--- src/rtl/keypad_scanner.sv ---
// keypad_scanner: 4x3 matrix keypad column scanner with row synchroniser,
// per-scan key decode, debounce FSM and rollover blocking.
// Optional macro KEYPAD_SYMBOL_EN: '*' reports 4'd11 and '#' reports 4'd12;
// without it both symbols are ignored and key never exceeds 4'd10.
module keypad_scanner #(
  parameter int SCAN_DIV       = 4,
  parameter int DEBOUNCE_SCANS = 3
) (
  input  logic       clock,
  input  logic       reset,
  input  logic [3:0] row,
  output logic [2:0] col,
  output logic [3:0] key,
  output logic       key_strobe
);

  localparam int         SW    = (SCAN_DIV > 1) ? $clog2(SCAN_DIV) : 1;
  localparam logic [3:0] NOKEY = 4'd10;
  localparam logic [3:0] DS    = 4'(DEBOUNCE_SCANS);

  typedef enum logic [1:0] {IDLE, CAND, PRESSED, RELEASE} state_e;

  // Key code at (row r, column c); NOKEY for the unused index slots.
  function automatic logic [3:0] keymap(input logic [1:0] r, input logic [1:0] c);
    logic [3:0] k;
    case ({r, c})
      4'h0: k = 4'd1;  4'h1: k = 4'd2; 4'h2: k = 4'd3;
      4'h4: k = 4'd4;  4'h5: k = 4'd5; 4'h6: k = 4'd6;
      4'h8: k = 4'd7;  4'h9: k = 4'd8; 4'hA: k = 4'd9;
      4'hC: k = 4'd11; 4'hD: k = 4'd0; 4'hE: k = 4'd12;
      default: k = NOKEY;
    endcase
    return k;
  endfunction

  // Whether a decoded code takes part in scan results at all.
  function automatic logic key_ok(input logic [3:0] k);
`ifdef KEYPAD_SYMBOL_EN
    return (k <= 4'd9) || (k == 4'd11) || (k == 4'd12);
`else
    return k <= 4'd9;
`endif
  endfunction

  logic [SW-1:0] slot_q, slot_d;
  logic [1:0]    cidx_q, cidx_d;
  logic [2:0]    col_q, col_d;
  logic [3:0]    row_m_q, row_s_q;
  logic [1:0]    acc_n_q, acc_n_d;     // keys seen this scan, saturates at 2
  logic [3:0]    acc_code_q, acc_code_d;
  state_e        state_q, state_d;
  logic [3:0]    cnt_q, cnt_d, cand_q, cand_d, key_q, key_d;
  logic          strobe_q, strobe_d;

  logic          sample, scan_end;
  logic [1:0]    seen_n;
  logic [3:0]    seen_code;
  logic          res_none, res_key;

  assign sample   = (slot_q == SW'(SCAN_DIV - 1));
  assign scan_end = sample && (cidx_q == 2'd2);

  // Fold the current column's rows into the running scan accumulator.
  always_comb begin
    seen_n    = acc_n_q;
    seen_code = acc_code_q;
    for (int r = 0; r < 4; r++) begin
      if (!row_s_q[r] && key_ok(keymap(2'(r), cidx_q))) begin
        if (seen_n != 2'd2) seen_n = seen_n + 2'd1;
        seen_code = keymap(2'(r), cidx_q);
      end
    end
  end

  assign res_none = (seen_n == 2'd0);
  assign res_key  = (seen_n == 2'd1);

  // Slot counter, column rotation and accumulator update.
  always_comb begin
    slot_d     = sample ? '0 : slot_q + 1'b1;
    cidx_d     = cidx_q;
    col_d      = col_q;
    acc_n_d    = acc_n_q;
    acc_code_d = acc_code_q;
    if (sample) begin
      cidx_d = (cidx_q == 2'd2) ? 2'd0 : cidx_q + 2'd1;
      col_d  = {col_q[1:0], col_q[2]};
      if (scan_end) begin
        acc_n_d    = 2'd0;
        acc_code_d = NOKEY;
      end else begin
        acc_n_d    = seen_n;
        acc_code_d = seen_code;
      end
    end
  end

  // Debounce FSM; only scan-end cycles move it.
  always_comb begin
    state_d  = state_q;
    cnt_d    = cnt_q;
    cand_d   = cand_q;
    key_d    = key_q;
    strobe_d = 1'b0;
    if (scan_end) begin
      case (state_q)
        IDLE: begin
          if (res_key) begin
            cand_d = seen_code;
            cnt_d  = 4'd1;
            if (DS == 4'd1) begin
              state_d  = PRESSED;
              key_d    = seen_code;
              strobe_d = 1'b1;
            end else begin
              state_d = CAND;
            end
          end
        end
        CAND: begin
          if (res_key && seen_code == cand_q) begin
            if (cnt_q + 4'd1 >= DS) begin
              cnt_d    = DS;
              state_d  = PRESSED;
              key_d    = cand_q;
              strobe_d = 1'b1;
            end else begin
              cnt_d = cnt_q + 4'd1;
            end
          end else if (res_key) begin
            cand_d = seen_code;
            cnt_d  = 4'd1;
          end else begin
            state_d = IDLE;
            cnt_d   = 4'd0;
          end
        end
        PRESSED: begin
          if (!(res_key && seen_code == cand_q)) begin
            if (res_none && DS == 4'd1) begin
              // A single quiet scan is already a full release.
              state_d = IDLE;
              cnt_d   = 4'd0;
              key_d   = NOKEY;
            end else begin
              state_d = RELEASE;
              cnt_d   = res_none ? 4'd1 : 4'd0;
            end
          end
        end
        default: begin // RELEASE
          if (res_none) begin
            if (cnt_q + 4'd1 >= DS) begin
              state_d = IDLE;
              cnt_d   = 4'd0;
              key_d   = NOKEY;
            end else begin
              cnt_d = cnt_q + 4'd1;
            end
          end else if (res_key && seen_code == cand_q) begin
            state_d = PRESSED;
          end else begin
            cnt_d = 4'd0;
          end
        end
      endcase
    end
  end

  // State registers with synchronous active-low reset.
  always_ff @(posedge clock) begin
    if (!reset) begin
      slot_q     <= '0;
      cidx_q     <= 2'd0;
      col_q      <= 3'b110;
      row_m_q    <= 4'b1111;
      row_s_q    <= 4'b1111;
      acc_n_q    <= 2'd0;
      acc_code_q <= NOKEY;
      state_q    <= IDLE;
      cnt_q      <= 4'd0;
      cand_q     <= NOKEY;
      key_q      <= NOKEY;
      strobe_q   <= 1'b0;
    end else begin
      slot_q     <= slot_d;
      cidx_q     <= cidx_d;
      col_q      <= col_d;
      row_m_q    <= row;
      row_s_q    <= row_m_q;
      acc_n_q    <= acc_n_d;
      acc_code_q <= acc_code_d;
      state_q    <= state_d;
      cnt_q      <= cnt_d;
      cand_q     <= cand_d;
      key_q      <= key_d;
      strobe_q   <= strobe_d;
    end
  end

  assign col        = col_q;
  assign key        = key_q;
  assign key_strobe = strobe_q;

endmodule

--- config.mk ---
export PLATFORM = sky130hd
export DESIGN_NAME = keypad_scanner
export DESIGN_NICKNAME = d
export VERILOG_FILES = /design/src/rtl/keypad_scanner.sv
export SDC_FILE = /design/constraint.sdc
export NUM_CORES = 1
export LEC_CHECK = 0
export ABC_CLOCK_PERIOD_IN_PS = 4610
export CORE_ASPECT_RATIO = 0.9
export CORE_MARGIN = 1
export CORE_UTILIZATION = 35
export CTS_CLUSTER_DIAMETER = 150
export CTS_CLUSTER_SIZE = 40
export DETAILED_ROUTE_END_ITERATION = 8
export GPL_TIMING_DRIVEN = 0
export PLACE_DENSITY_LB_ADDON = 0.05
export SLEW_MARGIN = 10
export SYNTH_ARGS = -nofsm -noshare
export SYNTH_HDL_FRONTEND = slang
export SYNTH_SLANG_ARGS = --single-unit
--- constraint.sdc ---
create_clock -name clock -period 4.61 [get_ports clock]
set_clock_uncertainty 0.05 [all_clocks]
set_input_delay 0.922 -clock clock [delete_from_list [all_inputs] [get_ports clock]]
set_output_delay 0.922 -clock clock [all_outputs]
set_load 0.02 [all_outputs]
== Word level (Yosys, flattened, before mapping) ==
Cells that the tools add are included.

* Bits in registers: 36
* Input port bits: 6
* Output and inout bits: 8
* Logic and storage cells: 115

* Add/subtract/negate cells: 7
* Order comparisons: 5
* Equal/unequal tests: 19
* Mux-type cells: 47
* Bitwise gates (word level): 2
* Reductions and logical operators: 23

{| class="wikitable"
|+ Operators with widths
! kind !! number
|-
| $mux W4 || 18
|-
| $pmux W4 S3 || 5
|-
| $mux W2 || 18
|-
| $le A4 B4 Y1 const B || 4
|-
| $ne A2 B2 Y1 const B || 8
|-
| $pmux W4 S2 || 2
|-
| $add A2 B1 Y2 const B || 6
|-
| $reduce_and A4 Y1 || 2
|-
| $reduce_and A7 Y1 || 1
|-
| $eq A2 B1 Y1 const B || 3
|-
| $eq A2 B2 Y1 const B || 3
|-
| $logic_and A1 B1 Y1 || 6
|-
| $logic_not A2 Y1 || 3
|-
| $ne A3 B3 Y1 const B || 2
|-
| $pmux W2 S3 || 1
|-
| $ne A5 B1 Y1 const B || 1
|-
| $reduce_and A5 Y1 || 1
|-
| $reduce_bool A5 Y1 || 1
|-
| $add A4 B1 Y4 const B || 1
|-
| $eq A4 B4 Y1 || 1
|-
| $ge A4 B2 Y1 const B || 1
|-
| $logic_not A1 Y1 || 4
|-
| $ne A4 B2 Y1 const B || 1
|-
| $reduce_bool A2 Y1 || 2
|-
| other kinds (4) || 8
|}

== Logic depth before layout (Yosys ltp) ==
Gate-level depths: netlist of the first run.

* Depth after elaboration: 19
* Gate-level depth with buffers: 14
* Mapped depth without buffers: 13

== Worst setup path after synthesis of the first run ==
OpenSTA, ideal clock, no wires.

* Kind: flip-flop to flip-flop
* Start point: reg acc_n_q[0]
* End point: reg cnt_q[0]
* Library setup time: 0.074 ns
* Data arrival time: 3.333 ns
* Data required time: 4.486 ns
* Path slack: 1.152 ns
* Cell stages (with the launch flop): 14
* Path buffers: 0
* Clock period less this slack: 3.458 ns
* Cell sequence: dfxtp_1 inv_1 ha_1 or3b_4 a2111oi_4 a2111o_1 and3b_1 inv_2 ha_1 nor3b_1 a21oi_1 a311o_1 a311o_1 a31oi_1

* Longest elaborated chain between the ends: 16
* Elaborated cells on any way between the ends: 29
* Classes of those cells: add/sub: 4; eq/ne: 8; mux: 14; reduce/logical: 3

{| class="wikitable"
|+ Ends and longest elaborated chain
! item !! RTL line !! text
|-
| from (decl) || 49 || <nowiki>logic [1:0] acc_n_q, acc_n_d;</nowiki>
|-
| from (signal assigned) || 191 || <nowiki>acc_n_q <= acc_n_d;</nowiki>
|-
| $add A2 B1 Y2 or $ne A2 B2 Y1 (tied branches) || 69 || <nowiki>if (seen_n != 2'd2) seen_n = seen_n + 2'd1;</nowiki>
|-
| $mux W2 || 69 ||
|-
| $mux W2 * || 68 || <nowiki>if (!row_s_q[r] && key_ok(keymap(2'(r), cidx_q))) begin</nowiki>
|-
| $add A2 B1 Y2 or $ne A2 B2 Y1 (tied branches) || 69 ||
|-
| $mux W2 || 69 ||
|-
| $mux W2 * || 68 ||
|-
| $add A2 B1 Y2 or $ne A2 B2 Y1 (tied branches) || 69 ||
|-
| $mux W2 || 69 ||
|-
| $mux W2 * || 68 ||
|-
| $add A2 B1 Y2 or $ne A2 B2 Y1 (tied branches) || 69 ||
|-
| $mux W2 || 69 ||
|-
| $mux W2 * || 68 ||
|-
| $eq A2 B1 Y1 or $logic_not A2 Y1 (tied branches) || 76, 75 ||
|-
| $mux W1, or another cell as far along || 130 || <nowiki>end else if (res_key) begin</nowiki>
|-
| $mux W4, or another cell as far along || 121 || <nowiki>if (res_key && seen_code == cand_q) begin</nowiki>
|-
| $pmux W4 S3 or $reduce_and A4 Y1 (tied branches) || n/a ||
|-
| to (signal assigned) || 194 || <nowiki>cnt_q <= cnt_d;</nowiki>
|-
| to (decl) || 52 || <nowiki>logic [3:0] cnt_q, cnt_d, cand_q, cand_d, key_q, key_d;</nowiki>
|}

Mark *: on every way between the ends. The rest lies on a longest branch, timed or not. The select of a mux whose other input is x is not followed.
A chain may end at the register's enable or synchronous reset.

== Worst setup path after layout of the first run ==
Ends and elaborated chain as after synthesis.

==> out/summary.txt, run 1 <==
number of DRC markers in iteration 0 = 105
dpl cell area = 2470 sq um
First-pass DRT Iterations = 4
vias in the first global route = 1800
IO Pins = 14
#FFs+latches synth = 36
Placeable Area = 6148 sq um
highest-count cells in the layout ignoring fill and taps = dfxtp_1 (36), nor2_1 (23), nand2_1 (21), mux2i_1 (19), ha_1 (17)
CP bufs+invs = 2
worst hold margin = 358.3 ps
Via density = 5.036
most used cell, CP = ha_1
Gate Count Post-Synth = 257
Max Cap Viol = 0
clock power share = 36.9%
Sw Pwr = 0.0001785 W
Slew Limit Fails = 0
via count = 1838
Initial Util = 36.28%
ys async rst share = 0%
Fin Setup TNS = 0 ps
drc violations = 0
pin count of the biggest net entering global routing = 12
commonest non-fill, non-tap cell in the layout = dfxtp_1
Post-synth EDFFs = 0
number of post-CTS setup repair buffers = 0
crit path max fanout = 6
syn nets = 280
drt wl/cell = 13.58 um
layout cells sized above 1 = 8.633%
area delta synth->final = 14.92%
crit end category = flip-flop
post-CTS sizing = 0
top cell family by delay on the critical path = compound AO/OA/AOI/OAI gates
port bufs = 13
worst hold path type = flip-flop to flip-flop
clock slew at reported path FFs = 80 ps
Leakage = 1.024 nW
fin crit period = 3808 ps
htree depth = 2
fin area = 2564 sq um
WS Path Type = flip-flop to flip-flop
Startpoint Class = flip-flop
period utilization = 82.60%
worst path required time = 4790 ps
final net count = 300
worst relative slew slack = 57.74%
total CTS buffers = 5
die footprint = 6698 sq um
pwr dens = 257.1 nW/um^2
syn_area_per_cell = 8.681 sq um
slowest CP cell = dfxtp_1
Internal Power = 0.0004807 W
sequential share of power = 49.1%
CP cell instances = inv_1 -> ha_1 -> or3b_4 -> a2111oi_4 -> a2111o_1 -> and3b_1 -> inv_2 -> ha_1 -> nor3b_1 -> a211oi_1 -> a211o_1 -> a311o_1 -> a31oi_1
RD Place Congestion = 0.8120
width of the die = 86.16 um
setup violators final = 0
chip height = 77.74 um
RSZ-0062 raised after global routing = no
worst skew pair latency = 300 ps
switch share = 27.08%
worst setup margin = 802.1 ps
post-DP HPWL = 3713 um
Longest Clk Path Bufs = 2
WL final = 4957 um
Post-Route Utilization = 41.70%
Comb pwr share = 14.0%
status = finished clean
Yosys cell types = 54
total gr overflow = 0
R2R Setup Slk = 800 ps
crit-path max cell delay = 420 ps
clock sinks = 36
synthesized area = 2231 sq um
Place WS = 819.1 ps
Primary FF master, synth = dfxtp_1
# diodes = 0
Root Buffer = clkbuf_8
final count of hold timing violations = 0
Overall Global Routing Usage = 17.02%
CTS tree = yes
initial antenna violation count = 0
# rows = 27
Crit path arrival time = 3990 ps
first-pass GRT wire length = 8783 um
antenna-violating nets left = 0
Max Freq = 262.6 MHz
Warnings, synthesis = 0
Hold Buf Count CTS = 0
worst slew pin tran = 633.9 ps
post-synthesis sequential area ratio = 32.31%
peak supply drop = 0.1358 mV
[area by class of cell]
type	instances	area [sq um]
fillers	652	3585
repair buffers	13	130.1
plain buffers	13	63.81
multi-input cells	194	1394
clock inverters	1	7.507
inverters	14	52.55
well taps	87	108.9
clock buffers	7	86.33
flip-flops and latches	36	720.7
[synth_stat cells (2+ instances only)]
library cell	count	share of area (%)
a31oi_1	3	0.84
o211a_1	2	0.90
nor3b_1	3	1.0
buf_2	3	0.67
o22ai_1	5	1.4
clkbuf_1	7	1.2
nor3_1	8	1.8
a21oi_1	12	2.7
and3_1	2	0.56
o21ai_0	7	1.6
nor2_1	23	3.9
and2_1	5	1.4
xor2_1	2	0.79
a211o_1	5	2.0
nor2b_1	4	1.1
nand2_1	21	3.5
dfxtp_1	36	32
nand2b_1	15	4.2
ha_1	17	9.5
or4_1	2	0.67
a311o_1	2	0.90
a211oi_1	5	1.7
mux2i_1	19	8.5
xnor2_1	2	0.79
inv_1	13	2.2
nand3_1	5	1.1
mux2_2	2	1.0
[cell families after synthesis]
logic type	count (synthesis)	synth area share, %
compound gates	55	19.07
xor+xnor	4	1.571
fa+ha+maj	17	9.534
buf+inv	27	5.216
flops	36	32.31
mux	21	9.534
simple gates	97	22.77
[power by group through the flow]
stage / sequential (W) / combinational, W / clock (W)
global route: 0.000325 / 0.000104 / 0.000268
floorplan: 0.000332 / 0.0000668 / 0
CTS: 0.000324 / 0.0000924 / 0.000254
global placement: 0.000331 / 0.0000923 / 0
detailed placement: 0.000331 / 0.0000919 / 0
finish: 0.000324 / 0.0000920 / 0.000243
[layer usage]
| metal | share of wire, % | track usage [%] | wire (um) | up-vias |
|---|---|---|---|---|
| li1 | - | - | - | 952 |
| met1 | 53 | 23.95 | 2603 | 852 |
| met2 | 42 | 25.56 | 2084 | 28 |
| met3 | 3.7 | 3.191 | 183 | 6 |
| met4 | 1.7 | 6.500 | 85 | 0 |
| met5 | 0 | 0 | 0 | - |
[registers in the layout (all words and copies together), names as in the netlist]
signal	cells
acc_n_q	2
row_m_q	4
row_s_q	4
slot_q	2
cand_q	4
acc_code_q	4
cidx_q	2
state_q	2
key	4
col	3
cnt_q	4
key_strobe	1
[path summary, 6_finish.rpt]
path	to	start	depth (start not counted)
hold / removal	row_s_q[1]	row_m_q[1]	1
setup reg to reg	cnt_q[0]	acc_n_q[0]	13
setup / recovery	cnt_q[0]	acc_n_q[0]	13
hold reg to reg	row_s_q[1]	row_m_q[1]	1
[per-stage QoR]
step	total power [W]	cells
after floorplan	0.0003985	257
after global placement	0.0004235	357
after detailed placement	0.0004231	357
after CTS	0.0006706	365
after global routing	0.0006971	365
final	0.0006592	365
(Power assumes the default switching activity.)
==> run 2: changes to the inputs <==
Settings changed: ABC_CLOCK_PERIOD_IN_PS 4610 to 3490.
Clock period 4.61 ns to 3.49 ns, I/O delays scaled along.
==> out/summary.txt, run 2 (synthesis gave the netlist of run 1 again) <==
htree depth = 2 (unchanged)
final count of hold timing violations = 0 (unchanged)
RD Place Congestion = 0.8120 (unchanged)
final net count = 304 (+1.3%)
R2R depth = 13 (unchanged)
status = finished clean
worst slew pin tran = 653.8 ps (+19.90 ps)
Hold Buf Count CTS = 0 (unchanged)
WHS Path Cells = 1 (unchanged)
Hold EP = row_s_q[1]
fin crit period = 3321 ps (-487.1 ps)
Placeable Area = 6148 sq um (unchanged)
worst skew pair latency = 290 ps (about the same)
total CTS buffers = 5 (unchanged)
post-DP HPWL = 3713 um (unchanged)
initial antenna violation count = 0 (unchanged)
chip height = 77.74 um (unchanged)
commonest non-fill, non-tap cell in the layout = dfxtp_1
total gr overflow = 0 (unchanged)
vias in the first global route = 1832 (+1.8%)
Max Freq = 301.1 MHz (+15%)
Internal Power = 0.0006474 W (+35%)
worst setup margin = 169.2 ps (-632.9 ps)
clock slew at reported path FFs = 90 ps (about the same)
sequential share of power = 48.1% (-1.0 points)
First-pass DRT Iterations = 5 (+1)
layout cells sized above 1 = 15.96% (+7.3 points)
drc violations = 0 (unchanged)
# diodes = 0 (unchanged)
crit end category = flip-flop
CP bufs+invs = 2 (unchanged)
slowest CP cell = or3b_4
pwr dens = 329.0 nW/um^2 (+28%)
crit path max fanout = 10 (+4)
worst hold margin = 358.0 ps (-0.2440 ps)
WS Path Type = flip-flop to flip-flop
crit-path max cell delay = 410 ps (about the same)
worst path required time = 3660 ps (-1130 ps)
clock power share = 35.9% (-1.0 points)
Place WS = -300.9 ps (-1120 ps)
area delta synth->final = 20.92%
clock sinks = 36 (unchanged)
CTS tree = yes
period utilization = 95.15% (+13 points)
Slew Limit Fails = 0 (unchanged)
first-pass GRT wire length = 8859 um (+0.87%)
drt wl/cell = 13.78 um (+1.5%)
WL final = 5086 um (+2.6%)
Longest Clk Path Bufs = 2 (unchanged)
worst hold path type = flip-flop to flip-flop
number of DRC markers in iteration 0 = 96 (-8.6%)
via count = 1852 (+0.76%)
Sw Pwr = 0.0002402 W (+35%)
Leakage = 1.054 nW (+3.0%)
post-placement cell count = 357 (unchanged)
origin of the critical flop-to-flop path = cidx_q[0]
Hold Startpoint = row_m_q[1]
Startpoint Class = flip-flop
Initial Util = 36.28% (unchanged)
# rows = 27 (unchanged)
CP cell instances = ha_1 -> buf_6 -> or3b_4 -> a2111oi_4 -> buf_4 -> o211a_4 -> nor2_2 -> ha_4 -> nor3b_4 -> a21oi_2 -> a311o_1 -> a311o_1 -> a31oi_1
pin count of the biggest net entering global routing = 12 (unchanged)
Overall Global Routing Usage = 17.17% (+0.16 points)
port bufs = 13 (unchanged)
Comb pwr share = 16.0% (+2.0 points)
Root Buffer = clkbuf_8
IO Pins = 14 (unchanged)
die footprint = 6698 sq um (unchanged)
most used cell, CP = a311o_1
Via density = 5.019 (-0.33%)
setup violators final = 0 (unchanged)
Max Cap Viol = 0 (unchanged)
top cell family by delay on the critical path = compound AO/OA/AOI/OAI gates
Fin Setup TNS = 0 ps (unchanged)
width of the die = 86.16 um (unchanged)
Post-Layout Cell Count = 369 (+1.1%)
highest-count cells in the layout ignoring fill and taps = dfxtp_1 (32), nand2_1 (21), nor2_1 (20), mux2i_1 (19), ha_1 (16)
peak supply drop = 0.1808 mV (+33%)
worst relative slew slack = 56.41% (-1.3 points)
switch share = 27.06% (about the same)
R2R Setup Slk = 170 ps (-630 ps)
antenna-violating nets left = 0 (unchanged)
worst flop-to-flop path endpoint = cnt_q[0]
Crit path arrival time = 3490 ps (-500 ps)
run 2: cell types whose count changed in the layout (fill, tap and decap cells not counted), sizes merged:
cell    delta
clkbuf     -1
buf        +5
run 2: area by class of cell:
type                       count  area [sq um]
buffer                        12         60.06
clock buffer                   7         86.33
clock inverter                 1         7.507
fill                         631          3451
inverter                      14         52.55
multi-input combinational    194          1480
sequential                    36         730.7
tap                           87         108.9
timing repair buffer          18         171.4
run 2: layer usage:
metal / share of wire (%) / wire [um] / GRT usage (%)
met3: 2.6 / 131 / 3.191
met2: 43 / 2180 / 26.11
met1: 54 / 2736 / 23.95
met4: 0.75 / 38 / 6.500
met5: 0 / 0 / 0
run 2: timing repair:
item,4_1_cts,5_1_grt
gates resized for setup,12,15
hold endpoints to repair,0,0
buffers inserted,4,1
pin swaps,6,5
endpoints found under the setup margin,15,14
run 2: how the worst max path moves through the flow:
stage / startpoint / end / cells after the start
after floorplan: acc_n_q[0] / cnt_q[0] / 13
after global placement: acc_n_q[0] / cnt_q[0] / 13
after detailed placement: acc_n_q[0] / cnt_q[0] / 13
after CTS: cidx_q[0] / state_q[0] / 14
after global routing: cidx_q[0] / cnt_q[0] / 13
final: cidx_q[0] / cnt_q[0] / 13
run 2: per-stage QoR:
step	cell area, sq um	total power, W	util [%]
floorplan	2231	0.0005264	-
global placement	2470	0.0005594	40.17
detailed placement	2470	0.0005589	40.17
CTS	2639	0.0008924	42.92
global route	2698	0.0009387	43.87
finish	2698	0.0008875	43.87
run 2: power by group through the flow:
stage	Sequential [W]	Clock [W]	Combinational [W]
2_1_floorplan	0.000438	0	0.0000882
3_3_place_gp	0.000437	0	0.000122
3_5_place_dp	0.000438	0	0.000121
4_1_cts	0.000427	0.000336	0.000130
5_1_grt	0.000428	0.000352	0.000158
6_report	0.000427	0.000319	0.000142
==> variant, RTL diff (flow settings as in run 2) <==
The option `KEYPAD_SYMBOL_EN` is turned on by a define.
--- a/src/rtl/keypad_scanner.sv
+++ b/src/rtl/keypad_scanner.sv
@@ -3,4 +3,6 @@
 // Optional macro KEYPAD_SYMBOL_EN: '*' reports 4'd11 and '#' reports 4'd12;
 // without it both symbols are ignored and key never exceeds 4'd10.
+`define KEYPAD_SYMBOL_EN
+
 module keypad_scanner #(
   parameter int SCAN_DIV       = 4,
Behaviour: no difference found for any inputs over 10 cycles, from zero or initial values and one cycle with reset low; that may be too few to reach the edited logic, so the function may still have changed.
==> variant against run 2 <==
Synthesized area up 0.39%; power is 7.2% higher; core utilization shrank 1.2 points; cell area fell by 2.7%; critical endpoint is now cand_q[0]; sequential cell count stayed put; wire length grew 0.96%; setup slack better by 0.020 ns.
==> variant: results (changes against run 2) <==
----------------------------------------------------
[Place]
  Post-Place Setup Slack ... -0.07615 ns (+0.2248 ns)
  Post-DP Area ... 2479 µm² (+0.35%)
  Detailed-placement wirelength estimate ... 3767 µm (+1.4%)

[Clock network]
  Number of post-CTS setup repair buffers ... 0 (-4)
  Cts repair resizes ... 2 (-10)

[Power and ir drop]
  Peak ir drop on the vdd network ... 0.0001975 V (+9.2%)
  Net switching power of the design ... 0.2549 mW (+6.1%)
  Power density over the cells ... 362.5 nW/µm² (+10%)
  Reported clock group power ... 0.377 mW (+18%)

[Logic synthesis]
  Mapped Avg Cell Area ... 8.581 µm² (-1.1%)
  Distinct cell type count of the synthesized netlist ... 60 (+11%)
  Mux cell area share after synthesis ... 7.933% (-1.6 points)
  Post-synthesis compound-gate area fraction ... 19.83% (+0.76 points)
  Synthesized Nets ... 283 (+1.1%)

[Final layout]
  Multi-input combinational cell count ... 192 (-1.0%)
  Multi-input combinational cell area ... 1389 µm² (-6.2%)
  Fin nets ... 307 (+0.99%)
  Fraction of final layout cells sized beyond drive strength 1 ... 11.54% (-4.4 points)
  Final-layout non-clock buffer area share ... 8.155% (-0.43 points)
  Non-clk invs ... 21 (+7)
  Clock tree cell share of total cell area ... 4.244% (+0.77 points)
  FF+latch area ... 721.9 µm² (-1.2%)
  Layout Area Growth over Synthesis ... 17.15%
  Signal buffers ... 29 (-3.3%)

[Global route]
  Largest net degree at the start of global routing ... 13 (+1)
  Overall routing resource usage ... 16.91% (-0.26 points)

[Detailed routing]
  Starting DRT DRC Count ... 75 (-22%)
  Final WL ... 5135 µm (+0.96%)
  Routed via count ... 1,884 (+1.7%)

[Worst setup path]
  Reg-to-reg critical path startpoint ... cidx_q[0]
  Data arrival, critical path ... 3.48 ns (about the same)
  Reg2reg path depth ... 12 (-1)
  Crit-path leading delay family ... multiplexers

[Status]
  Status ... finished, final reports clean

[Timing]
  Timing-limited maximum frequency ... 0.3030 GHz (+0.62%)

----------------------------------------------------
[variant: cell types whose count changed after synthesis, moves of 4 or more]
cell and delta:
sky130_fd_sc_hd__nor3_1 -4, sky130_fd_sc_hd__a211o_1 -4, sky130_fd_sc_hd__nand2b_1 -4, sky130_fd_sc_hd__inv_1 +7, sky130_fd_sc_hd__mux2i_1 -5, sky130_fd_sc_hd__o21ai_0 +5
[variant: cell families (layout without fill, tap and decap cells)]
group	Yosys count	count (layout)
AO/OA/AOI/OAI	61	61
XOR/XNOR	5	5
adder cells (fa/ha/maj)	16	16
buffers and inverters	33	58
flip-flops	36	36
multiplexers	16	16
AND/OR/NAND/NOR	94	94
[variant: worst reg2reg max path, cell delays in order (launching register included)]
cell and delay [ns]:
sky130_fd_sc_hd__dfxtp_2 0.36, sky130_fd_sc_hd__ha_1 0.21, sky130_fd_sc_hd__buf_6 0.14, sky130_fd_sc_hd__or2_4 0.27
sky130_fd_sc_hd__mux4_2 0.45, sky130_fd_sc_hd__nand2_2 0.13, sky130_fd_sc_hd__xor2_4 0.19, sky130_fd_sc_hd__ha_1 0.30
sky130_fd_sc_hd__nor2_2 0.21, sky130_fd_sc_hd__a21oi_2 0.06, sky130_fd_sc_hd__a2111o_1 0.47, sky130_fd_sc_hd__mux2_4 0.34
sky130_fd_sc_hd__nor2_2 0.07
[variant: metrics by stage]
| stage | cells | setup TNS [ns] |
|---|---|---|
| 6_report | 373 | 0 |
| 5_1_grt | 373 | 0 |
| 4_1_cts | 369 | 0 |
| 3_5_place_dp | 361 | -0.1887 |
| 3_3_place_gp | 361 | -0.3555 |
| 2_1_floorplan | 261 | 0 |
[variant: per-layer routing]
metal  wire length (µm)  track usage (%)
met1               2799            25.10
met4                 59            5.833
met3                197            3.511
met2               2079            23.81
met5                  0                0
